File: config.mk
export PLATFORM = sky130hd
export DESIGN_NAME = axi_lite_slave_regfile_flat
export DESIGN_NICKNAME = d
export VERILOG_FILES = /design/src/rtl/axi_lite_slave_regfile_if.sv /design/src/rtl/axi_lite_slave_regfile.sv /design/src/flat_wrapper.sv
export SDC_FILE = /design/constraint.sdc
export NUM_CORES = 1
export LEC_CHECK = 0
export BUFFER_PORTS_ARGS = -buffer_cell sky130_fd_sc_hd__buf_2
export CAP_MARGIN = 20
export CELL_PAD_IN_SITES_DETAIL_PLACEMENT = 0
export CELL_PAD_IN_SITES_GLOBAL_PLACEMENT = 1
export CORE_ASPECT_RATIO = 0.8
export CORE_MARGIN = 2
export CORE_UTILIZATION = 45
export DETAILED_ROUTE_END_ITERATION = 8
export HOLD_SLACK_MARGIN = 0.06
export PLACE_DENSITY_LB_ADDON = 0.3
export SETUP_SLACK_MARGIN = 0.4
export SLEW_MARGIN = 20
export SYNTH_ARGS = -nofsm -noshare
export SYNTH_HDL_FRONTEND = slang
export SYNTH_SLANG_ARGS = --single-unit
File: constraint.sdc
create_clock -name ACLK -period 4.7 [get_ports ACLK]
set_input_delay 0.705 -clock ACLK [delete_from_list [all_inputs] [get_ports ACLK]]
set_output_delay 0.705 -clock ACLK [all_outputs]
set_load 0.05 [all_outputs]
File: src/rtl/axi_lite_slave_regfile_if.sv
`default_nettype none
// ============================================================================
//  Module      : axi_lite_slave_regfile_if
//  Description : AXI4-Lite link bundle (AW, W, B, AR, R channels) between a
//                master and the register-file responder.
//  Revision    : 1.0  initial release
// ----------------------------------------------------------------------------
//  Signals (all active-high, sampled on the rising edge of the link clock):
//     AWADDR/AWVALID/AWREADY   write address channel
//     WDATA/WSTRB/WVALID/WREADY write data channel (WSTRB[k] -> byte k)
//     BRESP/BVALID/BREADY      write response channel
//     ARADDR/ARVALID/ARREADY   read address channel
//     RDATA/RRESP/RVALID/RREADY read data channel
//  Modports: master (drives VALIDs / READYs of response channels),
//            slave  (the mirror image).
// ============================================================================
interface axi_lite_slave_regfile_if #(
   parameter int ADDR_WIDTH = 32
);
   logic [ADDR_WIDTH-1:0] AWADDR;
   logic                  AWVALID;
   logic                  AWREADY;
   logic [31:0]           WDATA;
   logic [3:0]            WSTRB;
   logic                  WVALID;
   logic                  WREADY;
   logic [1:0]            BRESP;
   logic                  BVALID;
   logic                  BREADY;
   logic [ADDR_WIDTH-1:0] ARADDR;
   logic                  ARVALID;
   logic                  ARREADY;
   logic [31:0]           RDATA;
   logic [1:0]            RRESP;
   logic                  RVALID;
   logic                  RREADY;

   modport master (
      output AWADDR, AWVALID, input  AWREADY,
      output WDATA, WSTRB, WVALID, input WREADY,
      input  BRESP, BVALID, output BREADY,
      output ARADDR, ARVALID, input ARREADY,
      input  RDATA, RRESP, RVALID, output RREADY
   );

   modport slave (
      input  AWADDR, AWVALID, output AWREADY,
      input  WDATA, WSTRB, WVALID, output WREADY,
      output BRESP, BVALID, input BREADY,
      input  ARADDR, ARVALID, output ARREADY,
      output RDATA, RRESP, RVALID, input RREADY
   );
endinterface
`default_nettype wire

File: src/rtl/axi_lite_slave_regfile.sv
`default_nettype none
// ============================================================================
//  Module      : axi_lite_slave_regfile
//  Description : AXI4-Lite responder exposing NUM_REGS 32-bit read/write
//                registers at byte offsets 4*i. Independent write and read
//                state machines, byte strobes, SLVERR for addresses whose
//                word index is >= NUM_REGS. Register contents are also
//                driven out flat on regs_o.
//  Revision    : 1.0  initial release
// ----------------------------------------------------------------------------
//  Ports:
//     ACLK     in   rising-edge system clock
//     ARESETn  in   asynchronous active-low reset
//     s_axi    if   AXI4-Lite slave modport (AW, W, B, AR, R channels)
//     regs_o   out  register i at bits [32i+31:32i], no extra latency
// ============================================================================
module axi_lite_slave_regfile #(
   parameter int ADDR_WIDTH = 32,
   parameter int NUM_REGS   = 4
) (
   input  wire                         ACLK,
   input  wire                         ARESETn,
   axi_lite_slave_regfile_if.slave     s_axi,
   output logic [32*NUM_REGS-1:0]      regs_o
);

   localparam logic [1:0] C_RESP_OKAY   = 2'b00;
   localparam logic [1:0] C_RESP_SLVERR = 2'b10;
   localparam logic [ADDR_WIDTH-1:0] C_NUM_REGS = ADDR_WIDTH'(NUM_REGS);

   // W_HALF covers "collecting": one channel captured, or both captured for
   // the single cycle before the commit edge.
   typedef enum logic [1:0] {
      W_IDLE = 2'd0,
      W_HALF = 2'd1,
      W_RESP = 2'd2
   } wstate_e;

   typedef enum logic [0:0] {
      R_IDLE = 1'b0,
      R_DATA = 1'b1
   } rstate_e;

   // ------------------------------------------------------------------------
   // State
   // ------------------------------------------------------------------------
   logic [NUM_REGS-1:0][31:0] regs_q, regs_d;

   wstate_e               wstate_q, wstate_d;
   logic                  aw_held_q, aw_held_d;
   logic                  w_held_q, w_held_d;
   logic [ADDR_WIDTH-1:0] awaddr_q, awaddr_d;
   logic [31:0]           wdata_q, wdata_d;
   logic [3:0]            wstrb_q, wstrb_d;
   logic                  bvalid_q, bvalid_d;
   logic [1:0]            bresp_q, bresp_d;

   rstate_e               rstate_q, rstate_d;
   logic                  rvalid_q, rvalid_d;
   logic [1:0]            rresp_q, rresp_d;
   logic [31:0]           rdata_q, rdata_d;

   // ------------------------------------------------------------------------
   // Decode / handshakes
   // ------------------------------------------------------------------------
   logic [ADDR_WIDTH-3:0] w_widx;
   logic [ADDR_WIDTH-3:0] w_ridx;
   logic                  w_wr_in_range;
   logic                  w_rd_in_range;
   logic                  w_aw_hs;
   logic                  w_w_hs;
   logic                  w_ar_hs;
   logic                  w_commit;
   logic [31:0]           w_rd_word;
   logic                  w_unused_addr_lsbs;

   assign w_widx = awaddr_q[ADDR_WIDTH-1:2];
   assign w_ridx = s_axi.ARADDR[ADDR_WIDTH-1:2];
   assign w_wr_in_range = ({2'b00, w_widx} < C_NUM_REGS);
   assign w_rd_in_range = ({2'b00, w_ridx} < C_NUM_REGS);

   // Byte-lane bits of the address carry no meaning for word registers.
   assign w_unused_addr_lsbs = ^{awaddr_q[1:0], s_axi.ARADDR[1:0]};

   assign s_axi.AWREADY = !aw_held_q && !bvalid_q;
   assign s_axi.WREADY  = !w_held_q && !bvalid_q;
   assign s_axi.ARREADY = !rvalid_q;

   assign w_aw_hs = s_axi.AWVALID && s_axi.AWREADY;
   assign w_w_hs  = s_axi.WVALID && s_axi.WREADY;
   assign w_ar_hs = s_axi.ARVALID && s_axi.ARREADY;

   assign s_axi.BVALID = bvalid_q;
   assign s_axi.BRESP  = bresp_q;
   assign s_axi.RVALID = rvalid_q;
   assign s_axi.RRESP  = rresp_q;
   assign s_axi.RDATA  = rdata_q;

   assign regs_o = regs_q;

   // ------------------------------------------------------------------------
   // Write path: capture AW and W independently, commit once both are held.
   // ------------------------------------------------------------------------
   always_comb begin
      wstate_d  = wstate_q;
      aw_held_d = aw_held_q;
      w_held_d  = w_held_q;
      awaddr_d  = awaddr_q;
      wdata_d   = wdata_q;
      wstrb_d   = wstrb_q;
      bvalid_d  = bvalid_q;
      bresp_d   = bresp_q;
      w_commit  = 1'b0;

      case (wstate_q)
         W_IDLE, W_HALF: begin
            if (aw_held_q && w_held_q) begin
               w_commit  = 1'b1;
               bvalid_d  = 1'b1;
               bresp_d   = w_wr_in_range ? C_RESP_OKAY : C_RESP_SLVERR;
               aw_held_d = 1'b0;
               w_held_d  = 1'b0;
               wstate_d  = W_RESP;
            end else begin
               if (w_aw_hs) begin
                  aw_held_d = 1'b1;
                  awaddr_d  = s_axi.AWADDR;
               end
               if (w_w_hs) begin
                  w_held_d = 1'b1;
                  wdata_d  = s_axi.WDATA;
                  wstrb_d  = s_axi.WSTRB;
               end
               wstate_d = (aw_held_d || w_held_d) ? W_HALF : W_IDLE;
            end
         end
         W_RESP: begin
            if (s_axi.BREADY) begin
               bvalid_d = 1'b0;
               wstate_d = W_IDLE;
            end
         end
         default: begin
            wstate_d = W_IDLE;
         end
      endcase
   end

   // Register update with byte strobes; out-of-range commits change nothing.
   always_comb begin
      regs_d = regs_q;
      if (w_commit && w_wr_in_range) begin
         for (int i = 0; i < NUM_REGS; i++) begin
            if (w_widx == (ADDR_WIDTH-2)'(i)) begin
               for (int k = 0; k < 4; k++) begin
                  if (wstrb_q[k]) begin
                     regs_d[i][8*k +: 8] = wdata_q[8*k +: 8];
                  end
               end
            end
         end
      end
   end

   // ------------------------------------------------------------------------
   // Read path: data is taken from regs_q, so a write landing on the same
   // edge as the AR handshake is not visible in this response.
   // ------------------------------------------------------------------------
   always_comb begin
      w_rd_word = 32'h0;
      for (int i = 0; i < NUM_REGS; i++) begin
         if (w_ridx == (ADDR_WIDTH-2)'(i)) begin
            w_rd_word = regs_q[i];
         end
      end
   end

   always_comb begin
      rstate_d = rstate_q;
      rvalid_d = rvalid_q;
      rresp_d  = rresp_q;
      rdata_d  = rdata_q;

      case (rstate_q)
         R_IDLE: begin
            if (w_ar_hs) begin
               rvalid_d = 1'b1;
               rresp_d  = w_rd_in_range ? C_RESP_OKAY : C_RESP_SLVERR;
               rdata_d  = w_rd_in_range ? w_rd_word : 32'h0;
               rstate_d = R_DATA;
            end
         end
         R_DATA: begin
            if (s_axi.RREADY) begin
               rvalid_d = 1'b0;
               rstate_d = R_IDLE;
            end
         end
         default: begin
            rstate_d = R_IDLE;
         end
      endcase
   end

   // ------------------------------------------------------------------------
   // Sequential state
   // ------------------------------------------------------------------------
   always_ff @(posedge ACLK or negedge ARESETn) begin
      if (!ARESETn) begin
         regs_q    <= '0;
         wstate_q  <= W_IDLE;
         aw_held_q <= 1'b0;
         w_held_q  <= 1'b0;
         awaddr_q  <= '0;
         wdata_q   <= '0;
         wstrb_q   <= '0;
         bvalid_q  <= 1'b0;
         bresp_q   <= C_RESP_OKAY;
         rstate_q  <= R_IDLE;
         rvalid_q  <= 1'b0;
         rresp_q   <= C_RESP_OKAY;
         rdata_q   <= '0;
      end else begin
         regs_q    <= regs_d;
         wstate_q  <= wstate_d;
         aw_held_q <= aw_held_d;
         w_held_q  <= w_held_d;
         awaddr_q  <= awaddr_d;
         wdata_q   <= wdata_d;
         wstrb_q   <= wstrb_d;
         bvalid_q  <= bvalid_d;
         bresp_q   <= bresp_d;
         rstate_q  <= rstate_d;
         rvalid_q  <= rvalid_d;
         rresp_q   <= rresp_d;
         rdata_q   <= rdata_d;
      end
   end

endmodule
`default_nettype wire

File: src/flat_wrapper.sv
// flat-port wrapper written by rule: the top's interface ports become plain ports
module axi_lite_slave_regfile_flat 
#(
   parameter int ADDR_WIDTH = 32,
   parameter int NUM_REGS   = 4
)
  (ACLK, ARESETn, regs_o, s_axi_AWADDR, s_axi_AWVALID, s_axi_AWREADY, s_axi_WDATA, s_axi_WSTRB, s_axi_WVALID, s_axi_WREADY, s_axi_BRESP, s_axi_BVALID, s_axi_BREADY, s_axi_ARADDR, s_axi_ARVALID, s_axi_ARREADY, s_axi_RDATA, s_axi_RRESP, s_axi_RVALID, s_axi_RREADY);
  axi_lite_slave_regfile_if #(.ADDR_WIDTH(ADDR_WIDTH)) s_axi_i ();
  input  wire ACLK;
  input  wire ARESETn;
  output logic [32*NUM_REGS-1:0] regs_o;
  input wire logic [$bits(s_axi_i.AWADDR)-1:0] s_axi_AWADDR;
  input wire logic [$bits(s_axi_i.AWVALID)-1:0] s_axi_AWVALID;
  output wire logic [$bits(s_axi_i.AWREADY)-1:0] s_axi_AWREADY;
  input wire logic [$bits(s_axi_i.WDATA)-1:0] s_axi_WDATA;
  input wire logic [$bits(s_axi_i.WSTRB)-1:0] s_axi_WSTRB;
  input wire logic [$bits(s_axi_i.WVALID)-1:0] s_axi_WVALID;
  output wire logic [$bits(s_axi_i.WREADY)-1:0] s_axi_WREADY;
  output wire logic [$bits(s_axi_i.BRESP)-1:0] s_axi_BRESP;
  output wire logic [$bits(s_axi_i.BVALID)-1:0] s_axi_BVALID;
  input wire logic [$bits(s_axi_i.BREADY)-1:0] s_axi_BREADY;
  input wire logic [$bits(s_axi_i.ARADDR)-1:0] s_axi_ARADDR;
  input wire logic [$bits(s_axi_i.ARVALID)-1:0] s_axi_ARVALID;
  output wire logic [$bits(s_axi_i.ARREADY)-1:0] s_axi_ARREADY;
  output wire logic [$bits(s_axi_i.RDATA)-1:0] s_axi_RDATA;
  output wire logic [$bits(s_axi_i.RRESP)-1:0] s_axi_RRESP;
  output wire logic [$bits(s_axi_i.RVALID)-1:0] s_axi_RVALID;
  input wire logic [$bits(s_axi_i.RREADY)-1:0] s_axi_RREADY;
  assign s_axi_i.AWADDR = s_axi_AWADDR;
  assign s_axi_i.AWVALID = s_axi_AWVALID;
  assign s_axi_AWREADY = s_axi_i.AWREADY;
  assign s_axi_i.WDATA = s_axi_WDATA;
  assign s_axi_i.WSTRB = s_axi_WSTRB;
  assign s_axi_i.WVALID = s_axi_WVALID;
  assign s_axi_WREADY = s_axi_i.WREADY;
  assign s_axi_BRESP = s_axi_i.BRESP;
  assign s_axi_BVALID = s_axi_i.BVALID;
  assign s_axi_i.BREADY = s_axi_BREADY;
  assign s_axi_i.ARADDR = s_axi_ARADDR;
  assign s_axi_i.ARVALID = s_axi_ARVALID;
  assign s_axi_ARREADY = s_axi_i.ARREADY;
  assign s_axi_RDATA = s_axi_i.RDATA;
  assign s_axi_RRESP = s_axi_i.RRESP;
  assign s_axi_RVALID = s_axi_i.RVALID;
  assign s_axi_i.RREADY = s_axi_RREADY;
  axi_lite_slave_regfile #(.ADDR_WIDTH(ADDR_WIDTH), .NUM_REGS(NUM_REGS)) u_core (.ACLK(ACLK), .ARESETn(ARESETn), .s_axi(s_axi_i), .regs_o(regs_o));
endmodule
After elaboration in Yosys (flattened, before gate mapping)
Index checks and enable logic that the tools add are counted.
Storage, ports and cells
  bits in registers: 239
  input port bits: 107
  output and inout port bits: 169
Cells by class
  $lt $le $gt $ge: 2
  eq/ne operators: 12
  muxes and demuxes: 30
  bitwise logic cells: 2
  reductions and logical operators: 39
Operators with widths (count)
  2-to-1 mux 32 bit: 5
  equality test 30 x 2 -> 1 bit (second input constant): 4
  equality test 30 x 1 -> 1 bit (second input constant): 2
  logical NOT 30 bit: 2
  < comparator 30 x 3 -> 1 bit (second input constant): 2
  AND reduction 3 bit: 19
  2-to-1 mux 1 bit: 17
  2-to-1 mux 2 bit: 4
  logical AND 1 bit: 7
  case mux 1 bit (2 select lines): 3
  AND reduction 2 bit: 3
  logical NOT 1 bit: 4
  != test 2 x 1 -> 1 bit (second input constant): 2
  != test 2 bit (second input constant): 2
  case mux 2 bit (2 select lines): 1
  equality test 2 x 1 -> 1 bit (second input constant): 1
  equality test 2 bit (second input constant): 1
  logical NOT 2 bit: 1
  NOT 1 bit: 2
  nonzero test 2 bit: 1
  OR reduction 2 bit: 1
  logical OR 1 bit: 1

Depth between registers and ports, before layout
Gate-level depths: netlist (run 1).
  depth in word-level cells: 10
  mapped depth: 6
  mapped depth without buffers: 4

Worst setup path before layout (run 1)
No wires, ideal clock.
  path type: reg-to-reg
  start point: register u_core.wstate_q[1]
  end point: register u_core.regs_q (netlist bit u_core.regs_o[104])
  setup time: 0.125 ns
  arrival time: 2.108 ns
  setup slack: 2.468 ns
  stages on the path, launching flop included: 7
  path buffers: 2
  period minus slack after synthesis: 2.232 ns
  path through: dfrtp_1 > clkbuf_1 > and3b_1 > nand4_2 > buf_4 > nor4_4 > mux2_2
On the way
  cells in the longest elaborated chain, start to end: 5
  elaborated cells between the ends (all ways): 6
  classes of those cells: 1 x eq/ne; 1 x mux; 4 x reduce/logical
Ends and longest elaborated chain
  from (decl): RTL line axi_lite_slave_regfile.sv:49  | wstate_e wstate_q, wstate_d;
  from (signal assigned): RTL line axi_lite_slave_regfile.sv:225  | wstate_q <= wstate_d;
  equality test 2 x 1 -> 1 bit / logical NOT 2 bit (equally long branches): RTL line axi_lite_slave_regfile.sv:115  | case (wstate_q)
  OR reduction 2 bit (*): RTL line axi_lite_slave_regfile.sv:115
  2-to-1 mux 1 bit (*): RTL line axi_lite_slave_regfile.sv:115
  logical AND 1 bit (*): RTL line axi_lite_slave_regfile.sv:152  | if (w_commit && w_wr_in_range) begin
  AND reduction 3 bit (no line) (*)
  to (signal assigned): RTL line axi_lite_slave_regfile.sv:224  | regs_q <= regs_d;
  to (decl): RTL line axi_lite_slave_regfile.sv:47  | logic [NUM_REGS-1:0][31:0] regs_q, regs_d;
Mark *: on every way between the ends. The rest lies on a longest branch, timed or not.
A chain may end at the register's enable or synchronous reset.

Worst setup path in the final report (run 1)
  start point: register u_core.awaddr_q[7]
  end point: register u_core.regs_q (netlist bit u_core.regs_o[78])
On the way
  cells in the longest elaborated chain, start to end: 3
  elaborated cells between the ends (all ways): 4
  classes of those cells: 1 x order compare; 1 x eq/ne; 2 x reduce/logical
Ends and longest elaborated chain
  from (decl): RTL line axi_lite_slave_regfile.sv:52  | logic [ADDR_WIDTH-1:0] awaddr_q, awaddr_d;
  from (signal assigned): RTL line axi_lite_slave_regfile.sv:228  | awaddr_q <= awaddr_d;
  < comparator 30 x 3 -> 1 bit: RTL line axi_lite_slave_regfile.sv:79  | assign w_wr_in_range = ({2'b00, w_widx} < C_NUM_REGS);
  logical AND 1 bit: RTL line axi_lite_slave_regfile.sv:152
  AND reduction 3 bit (no line) (*)
Marked as above.

==> flow_metrics.tcl, run 1 <==
set metrics [dict create \
    place_hpwl_microns 17000 \
    cts-root-buf "clkbuf_16" \
    core-area_sq_mm 0.0216 \
    synthTopCellsByArea "dfrtp_1 (59%), mux2_2 (22%), mux4_2 (7.3%)" \
    synth.top_cells.by_count "dfrtp_1 (235), mux2_2 (191), nand2_1 (71)" \
    finalCriticalPeriod_ns 3.19 \
    min_path_type "input pin to asynchronous set/reset pin" \
    fin_nets 1052 \
    antenna_found_initial 4 \
    synthArstFlopShare 1.00 \
    grt_max_degree 100 \
    criticalPathCategory "flop to flop" \
    grt_pass1_wl_microns 39100 \
    crit_path_end_kind "flop" \
    drive_gt1_frac 0.591 \
    finalMaxSlewViolations 0 \
    cts_resized 0 \
    min_period_over_period 0.678 \
    setup_viol 0 \
    reg2regPathDepth 4 \
    cts_tree "done" \
    grt_util_all_layers 0.221 \
    vdd_drop_max_uv 294 \
    die_y_microns 137 \
    synth_area_leader_cell "dfrtp_1" \
    hold_viol 0 \
    skew_ns 0.0108 \
    yosysMostFrequentCell "dfrtp_1" \
    tns_ns 0 \
    fin_util 0.575 \
    worstMarginPinSlew_ns 1.01 \
    finalWeightedCongestion 0.765 \
    start_util 0.459 \
    wl_microns 25600 \
    cts.path.max_buffers 3 \
    grt_pass1_vias 6783 \
    synth-seq-area-share 0.592 \
    drc 0 \
    netlist_area_sq_mm 0.00993 \
    r2r-start "u_core.awaddr_q[7]" \
    drt_iter0_markers 391 \
    yosysTopAreaCellShare 0.592 \
    stdcell_count 1234 \
    hold_ws_ns 0.221 \
    relSlewSlack 0.324 \
    yosys_warnings 0 \
    cts_max_level 1 \
    cts_buffers 25 \
    io_buffers 269 \
    synth_cell_types 30 \
    ios 276 \
    post_drt_wl_per_cell_microns 20.7 \
    rsz0062_at_grt "false" \
    maxCapViolations 0 \
    synth_seq_cells 235 \
    powerDensity_mw_per_mm2 401 \
    synth_edf_count 0 \
    status "finished, final reports clean" \
    fp.dieW_microns 170 \
    synthFlopType "dfrtp_1" \
    endpoint "u_core.regs_o[78]" \
    fmax_mhz 314 \
    crit_path_max_fanout 17 \
    vias 6679 \
    p_leak_nw 6.41 \
    worst-r2r-setup-slack_ns 1.51 \
    worstPathArrival_ns 3.58 \
    place_inst 1193 \
    start_kind "flop" \
    syn_avg_cell_area_sq_um 14.9 \
    ctsHoldBuffers 0 \
    worstPathRequired_ns 5.09 \
    dieArea_sq_mm 0.0233 \
    dr.pass1.iters 4 \
    antenna_left 0 \
    clk_pin_slew_ns 0.06 \
    crit_path_start "u_core.awaddr_q[7]" \
    r2r-end "u_core.regs_o[78]" \
    vias_per_cell 5.41 \
    clock_latency_ns 0.51 \
    clkSinkCount 235 \
    grt_remaining_overflow 0 \
    row_count 48 \
    cts_setup_buffers 0 \
    area_growth_pct 25.2 \
    synthCells 666 \
]
-- cell families (layout without fill, tap and decap cells) --
group | after synthesis | count (layout) | synth area share
AO/OA/AOI/OAI | 46 | 46 | 0.0247
buffers and inverters | 39 | 328 | 0.0168
flip-flops | 235 | 235 | 0.592
multiplexers | 223 | 223 | 0.289
other | 1 | 5 | 0.000378
AND/OR/NAND/NOR | 122 | 122 | 0.0765
-- stage by stage --
step / cell area, sq um / power (mW) / setup WS, ns
2_1_floorplan: 9930 / 2.88 / 2.47
3_3_place_gp: 11600 / 3.10 / 1.54
3_5_place_dp: 11600 / 3.11 / 1.51
4_1_cts: 12400 / 5.03 / 1.51
5_1_grt: 12400 / 5.21 / 1.37
6_report: 12400 / 4.99 / 1.51
-- per-layer routing --
| metal | global-route usage | part of all wire |
|---|---|---|
| met2 | 0.352 | 0.45 |
| met5 | 0 | 0.00063 |
| met1 | 0.305 | 0.45 |
| met3 | 0.0625 | 0.084 |
| met4 | 0.0489 | 0.020 |
-- area by class of cell --
cell class,instances,area (sq um)
Antenna cell,3,7.51
Clock buffer,35,753
Clock inverter,3,40.0
Fill cell,1818,9190
Inverter,7,26.3
Multi-Input combinational cell,393,3900
Sequential cell,235,5880
Tap cell,275,344
Timing Repair Buffer,283,1470
-- sequential cells by signal, indices dropped and copies added, names as in the netlist, 2 cells and up --
name,cells
u_core.awaddr_q,30
u_core.regs_o,128
u_core.s_axi.RDATA,32
u_core.wdata_q,32
u_core.wstate_q,2
u_core.wstrb_q,4
-- worst min-delay path by stage --
stage	startpoint	end	slack (ns)
after floorplan	ARESETn	u_core.aw_held_q	0.41
after global placement	u_core.rstate_q	u_core.s_axi.RVALID	0.43
after detailed placement	u_core.rstate_q	u_core.s_axi.RVALID	0.43
after global routing	ARESETn	u_core.regs_o[10]	0.27
after CTS	ARESETn	u_core.s_axi.RDATA[10]	0.26
final	ARESETn	u_core.regs_o[10]	0.22
-- critical path, cell delays in order, from the launching register on --
cell and delay [ns]:
dfrtp_1 0.38, nor4_1 0.42, nand4_2 0.83, nor4_4 1.03, mux2_2 0.41
-- cell usage in the layout (no fill, tap or decap), types with 2 or more instances in the layout --
cell type and instances:
nand2b_1 4, nor4_4 9, nor4b_2 2, diode_2 3, clkbuf_16 25, mux2_2 191
nor4_2 7, buf_4 13, dfrtp_1 235, a21o_1 3, mux4_2 32, clkinv_2 2
inv_1 7, nor2_1 6, nor4_1 14, conb_1 2, buf_2 268, clkbuf_8 9
nand2_1 71, o21ai_0 39
-- power by group --
| part | leakage [nW] | switching, mW | total (mW) | internal, mW |
|---|---|---|---|---|
| Sequential | 3.17 | 0.220 | 2.51 | 2.29 |
| Combinational | 2.84 | 0.295 | 0.567 | 0.272 |
| Clock | 0.396 | 0.762 | 1.91 | 1.15 |
| Total | 6.41 | 1.28 | 4.99 | 3.71 |
(Power assumes the default switching activity.)
==> inputs of run 2 (changes only) <==
--- a/config.mk
+++ b/config.mk
@@ -5,13 +5,14 @@
 export SDC_FILE = /design/constraint.sdc
 export NUM_CORES = 1
 export LEC_CHECK = 0
+export ABC_AREA = 1
 export BUFFER_PORTS_ARGS = -buffer_cell sky130_fd_sc_hd__buf_2
 export CAP_MARGIN = 20
 export CELL_PAD_IN_SITES_DETAIL_PLACEMENT = 0
 export CELL_PAD_IN_SITES_GLOBAL_PLACEMENT = 1
 export CORE_ASPECT_RATIO = 0.8
 export CORE_MARGIN = 2
-export CORE_UTILIZATION = 45
+export CORE_UTILIZATION = 35
 export DETAILED_ROUTE_END_ITERATION = 8
 export HOLD_SLACK_MARGIN = 0.06
 export PLACE_DENSITY_LB_ADDON = 0.3
==> constraint.sdc (replaced) <==
create_clock -name ACLK -period 2.8 [get_ports ACLK]
set_input_delay 0.42 -clock ACLK [delete_from_list [all_inputs] [get_ports ACLK]]
set_output_delay 0.42 -clock ACLK [all_outputs]
set_load 0.05 [all_outputs]
==> flow_metrics.tcl, run 2 <==
set metrics [dict create \
    status "finished, final reports clean" \
    fillCellCount 3105 \
    synthFlopType "dfrtp_1" \
    worstMarginPinSlew_ns 0.629 \
    clock_latency_ns 0.56 \
    skew_ns 0.0184 \
    path_depth 8 \
    powerDensity_mw_per_mm2 709 \
    hold_path_depth 2 \
    netlist_area_sq_mm 0.0108 \
    synth_seq_cells 235 \
    grt_pass1_vias 9066 \
    tns_ns 0 \
    vias_per_cell 4.69 \
    synth_edf_count 0 \
    final_cell_mix "nand2_1 (634), buf_2 (268), dfrtp_1 (235), nor2_1 (78), inv_1 (66)" \
    cts_max_level 1 \
    setup_viol 0 \
    maxCapViolations 0 \
    drt_iter0_markers 685 \
    yosysMostFrequentCell "nand2_1" \
    grt_pass1_wl_microns 55200 \
    yosys_warnings 0 \
    fin_nets 1696 \
    drive_gt1_frac 0.273 \
    clkSinkCount 235 \
    drc 0 \
    grt_util_all_layers 0.224 \
    row_count 57 \
    relSlewSlack 0.580 \
    final_common_cell "nand2_1" \
    critical_path_buf_inv_count 1 \
    finalWeightedCongestion 0.834 \
    die_y_microns 161 \
    start_util 0.356 \
    synth-seq-area-share 0.544 \
    grt_use_met3 0.0607 \
    grt-busiest-layer "met2" \
    finalCriticalPeriod_ns 2.19 \
    synth_cell_types 31 \
    synthArstFlopShare 1.00 \
    criticalPathCategory "flop to flop" \
    reg2regPathDepth 8 \
    gr-usage-met1 0.325 \
    grt_remaining_overflow 0 \
    vias 9500 \
    vdd_drop_max_uv 580 \
    wl_microns 36200 \
    path_cells "nand2_1 -> nor2_4 -> nand3_2 -> nor3_4 -> buf_4 -> nand4_1 -> nand2_1 -> nand2_1" \
    ios 276 \
    largest_reg_flops 128 \
    antenna_found_initial 4 \
    cts_buffers 28 \
    antenna_left 0 \
    area_growth_pct 28.0 \
    p_leak_nw 7.96 \
    finalInstanceArea_sq_mm 0.0138 \
    timing.final.ws_setup_ns 0.613 \
    syn_avg_cell_area_sq_um 8.34 \
    hold_viol 0 \
    fmax_mhz 457 \
    synthCells 1296 \
    worstPathArrival_ns 2.62 \
    min_path_type "input pin to flop" \
    cts_tree "done" \
    clk_pin_slew_ns 0.07 \
    slowest_stage "nand4_1" \
    crit_path_max_fanout 21 \
    place_area_sq_mm 0.0128 \
    finalMaxSlewViolations 0 \
    grt_max_degree 72 \
    worstPathRequired_ns 3.23 \
    crit_family "simple AND/OR/NAND/NOR gates" \
    crit_path_end_kind "flop" \
    post-place-ws_ns 0.564 \
    slowest_delay_ns 0.50 \
    io_buffers 269 \
    cts.path.max_buffers 3 \
    min_period_over_period 0.781 \
    path_common_cell "nand2_1" \
    synth_area_leader_cell "dfrtp_1" \
    dr.pass1.iters 4 \
    synth.top_cells.by_count "nand2_1 (635), dfrtp_1 (235), nor2_1 (80)" \
    rsz0062_at_grt "false" \
    yosysTopAreaCellShare 0.544 \
    start_kind "flop" \
    place_hpwl_microns 25500 \
    synthTopCellsByArea "dfrtp_1 (54%), nand2_1 (22%), mux2_2 (5.8%)" \
    met2_usage 0.336 \
    post_drt_wl_per_cell_microns 17.9 \
    cts-root-buf "clkbuf_16" \
    fp.dieW_microns 200 \
    dieArea_sq_mm 0.0323 \
    core-area_sq_mm 0.0304 \
]
## run 2: metrics by stage
| step | hold slack (ns) | std cells | utilization | power, mW |
|---|---|---|---|---|
| global placement | 0.446 | 1966 | 0.421 | 6.00 |
| CTS | 0.0602 | 2021 | 0.454 | 9.92 |
| detailed placement | 0.445 | 1966 | 0.421 | 6.06 |
| floorplan | 0.124 | 1297 | - | 5.44 |
| finish | 0.0825 | 2026 | 0.455 | 9.81 |
| global route | 0.0646 | 2025 | 0.455 | 10.3 |
## run 2: where the power goes
part	switching (mW)	total, mW	internal [mW]
clock	1.50	3.82	2.31
sequential	0.631	4.56	3.93
combinational	0.804	1.43	0.626
## run 2: final timing paths
| kind | from | end | slack [ns] |
|---|---|---|---|
| worst min register to register | u_core.rstate_q | u_core.s_axi.RVALID | 0.47 |
| worst max register to register | u_core.w_held_q | u_core.regs_o[126] | 0.61 |
| max in group asynchronous | ARESETn | u_core.regs_o[77] | 1.56 |
| worst min-delay path | s_axi_WDATA[17] | u_core.wdata_q[17] | 0.08 |
| min in group asynchronous | ARESETn | u_core.s_axi.RDATA[21] | 0.43 |
| worst max-delay path | u_core.w_held_q | u_core.regs_o[126] | 0.61 |
## run 2: timing repair
item	4_1_cts	5_1_grt
hold buffers	3	0
gates resized for setup	0	1
hold endpoints to repair	70	0
setup endpoints to repair	0	10
buffers inserted	0	3
## run 2: final cells by class
| class | instances | area [sq um] | share of cell area |
|---|---|---|---|
| clock inverters | 8 | 105 | 0.00760 |
| diodes | 2 | 5.00 | 0.000362 |
| inverters | 67 | 251 | 0.0182 |
| clock buffers | 44 | 871 | 0.0630 |
| multi-input cells | 951 | 4510 | 0.326 |
| flip-flops and latches | 235 | 5880 | 0.425 |
| repair buffers | 306 | 1690 | 0.122 |
| well taps | 413 | 517 | 0.0374 |
## run 2: kinds of logic (layout without fill, tap and decap cells)
kind of cell	Yosys count	count (layout)	share of synthesized area
buffers and inverters	111	425	0.0418
AND/OR/NAND/NOR	822	822	0.316
flip-flops	235	235	0.544
AO/OA/AOI/OAI	71	71	0.0389
multiplexers	56	56	0.0584
other	1	4	0.000347
## run 2: routing by layer
layer | vias to the layer above | share of wire
li1 | 4680 | -
met1 | 4501 | 0.48
met2 | 273 | 0.43
met3 | 42 | 0.078
met4 | 4 | 0.018
met5 | - | 0.00075
==> inputs of run 3 (changes only) <==
==> constraint.sdc (replaced) <==
create_clock -name ACLK -period 1.8 [get_ports ACLK]
set_input_delay 0.27 -clock ACLK [delete_from_list [all_inputs] [get_ports ACLK]]
set_output_delay 0.27 -clock ACLK [all_outputs]
set_load 0.05 [all_outputs]
==> flow_metrics.tcl, run 3 (synthesized netlist as in run 2, its figures left out) <==
set metrics [dict create \
    place_area_sq_mm 0.0135 \
    start_kind "flop" \
    finalMaxSlewViolations 0 \
    power_frac_seq 0.442 \
    start_util 0.356 \
    grt_remaining_overflow 0 \
    grt_pass1_vias 10800 \
    largest_reg_flops 128 \
    fillCellCount 2599 \
    drc 0 \
    worstHoldStart "s_axi_ARVALID" \
    p_clk_frac 0.338 \
    vias 11000 \
    setup_viol 79 \
    rsz0062_at_grt "true" \
    worstPathArrival_ns 2.28 \
    worstMarginPinSlew_ns 0.505 \
    switching_share 0.308 \
    finalCriticalPeriod_ns 1.84 \
    finalInstanceArea_sq_mm 0.0186 \
    io_buffers 269 \
    die_y_microns 161 \
    final_common_cell "nand2_1" \
    crit_path_end_kind "flop" \
    skew_ns 0.0162 \
    antenna_left 0 \
    power_switching_mw 4.95 \
    crit_path_max_fanout 10 \
    p_leak_nw 9.77 \
    cts.path.max_buffers 3 \
    wl_microns 41700 \
    worstPathRequired_ns 2.24 \
    r2r-start "u_core.awaddr_q[21]" \
    p_int_mw 11.1 \
    ios 276 \
    core-area_sq_mm 0.0304 \
    r2r-end "u_core.regs_o[9]" \
    fin_nets 1989 \
    comb_power_share 0.220 \
    reg2regPathDepth 12 \
    relSlewSlack 0.663 \
    worst-r2r-setup-slack_ns -0.04 \
    slowest_stage "dfrtp_1" \
    dieArea_sq_mm 0.0323 \
    drive_gt1_frac 0.457 \
    status "complete, but fails checks" \
    min_path_type "input pin to flop" \
    critical_path_buf_inv_count 4 \
    hold_viol 0 \
    timing.final.ws_setup_ns -0.0430 \
    slowest_delay_ns 0.38 \
    cts_buffers 27 \
    path_cells "nor2_1 -> nand2_1 -> nor2_2 -> nand2_2 -> nor3_4 -> buf_4 -> buf_6 -> buf_16 -> nand4_1 -> buf_6 -> nand2_1 -> nand2_1" \
    violations "negative setup slack" \
    cts_tree "done" \
    vias_per_cell 4.76 \
    antenna_cells 0 \
    row_count 57 \
    clkSinkCount 235 \
    drt_iter0_markers 681 \
    hold_end "u_core.s_axi.RVALID" \
    fp.dieW_microns 200 \
    place_hpwl_microns 26500 \
    min_period_over_period 1.02 \
    antenna_found_initial 0 \
    clock_latency_ns 0.55 \
    grt_max_degree 58 \
    crit_family "simple AND/OR/NAND/NOR gates" \
    post_drt_wl_per_cell_microns 18.0 \
    fmax_mhz 543 \
    final_cell_mix "nand2_1 (535), dfrtp_1 (233), buf_6 (196), buf_4 (191), buf_2 (101)" \
    grt_util_all_layers 0.252 \
    cts-root-buf "clkbuf_16" \
    hold_path_depth 5 \
    path_common_cell "nand2_1" \
    tns_ns -1.57 \
    post-place-ws_ns -0.0760 \
    maxCapViolations 0 \
    grt_pass1_wl_microns 63100 \
    cts_max_level 1 \
    dr.pass1.iters 5 \
    finalWeightedCongestion 0.809 \
    vdd_drop_max_uv 988 \
    powerDensity_mw_per_mm2 864 \
    area_growth_pct 72.1 \
    criticalPathCategory "flop to flop" \
    clk_pin_slew_ns 0.06 \
]
[run 3: changes by cell type in the layout (fill, tap and decap cells not counted), moves of 31 or more]
cell and delta:
buf_6 +196, buf_2 -167, buf_4 +161, nand2_1 -99, nand2_2 +78, dlygate4sd3_1 +66, nor2_1 -31
[run 3: final cells by class]
cell class / instances / area, sq um / area share
multi-input cells: 951 / 5350 / 0.288
repair buffers: 600 / 5730 / 0.308
flip-flops and latches: 235 / 5880 / 0.316
clock buffers: 36 / 739 / 0.0398
well taps: 413 / 517 / 0.0278
clock inverters: 12 / 123 / 0.00659
inverters: 67 / 251 / 0.0135
[run 3: routing by layer]
layer  track usage  wire (microns)  vias to the layer above
met5             0               0                        -
met4        0.0606             916                        0
met3        0.0460            3160                       56
met2         0.390           18800                      410
met1         0.366           18800                     5299
li1              -               -                     5250
[run 3: repair_timing]
item / in CTS / in global routing
endpoints found under the hold margin: 120 / 0
resized for setup: 448 / 203
hold buffers: 69 / 0
endpoints found under the setup margin: 383 / 365
cloned: 9 / 2
pin swaps: 72 / 73
setup buffers: 129 / 50
[run 3: metrics by stage]
stage	util	hold WS, ns	instances	power (mW)
floorplan	-	-0.0256	1297	8.56
CTS	0.578	0.106	2262	15.8
global route	0.612	0.228	2314	16.8
detailed placement	0.443	0.252	2007	9.55
global placement	0.443	0.248	2007	9.47
finish	0.612	0.228	2314	16.1
[run 3: tightest hold or removal path: stages]
cell	delay (ns)
buf_2	0.12
nand2_4	0.08
buf_4	0.10
buf_4	0.09
a22oi_1	0.06
[run 3: worst max path at each step]
stage | slack [ns] | endpoint | cells past startpoint | startpoint
after global routing | -0.24 | u_core.regs_o[114] | 12 | u_core.awaddr_q[27]
after global placement | -0.05 | u_core.regs_o[81] | 10 | u_core.awaddr_q[24]
final | -0.04 | u_core.regs_o[9] | 12 | u_core.awaddr_q[21]
after detailed placement | -0.08 | u_core.regs_o[18] | 11 | u_core.awaddr_q[24]
after CTS | -0.04 | u_core.regs_o[89] | 12 | u_core.awaddr_q[25]
after floorplan | 0.24 | u_core.regs_o[40] | 9 | u_core.awaddr_q[24]
[run 3: power groups by stage]
| stage | clock network (mW) | registers (mW) | logic (mW) |
|---|---|---|---|
| floorplan | 0 | 6.89 | 1.67 |
| CTS | 5.54 | 7.04 | 3.22 |
| global route | 5.79 | 7.20 | 3.81 |
| finish | 5.43 | 7.10 | 3.53 |
| detailed placement | 0 | 7.09 | 2.46 |
| global placement | 0 | 7.06 | 2.41 |
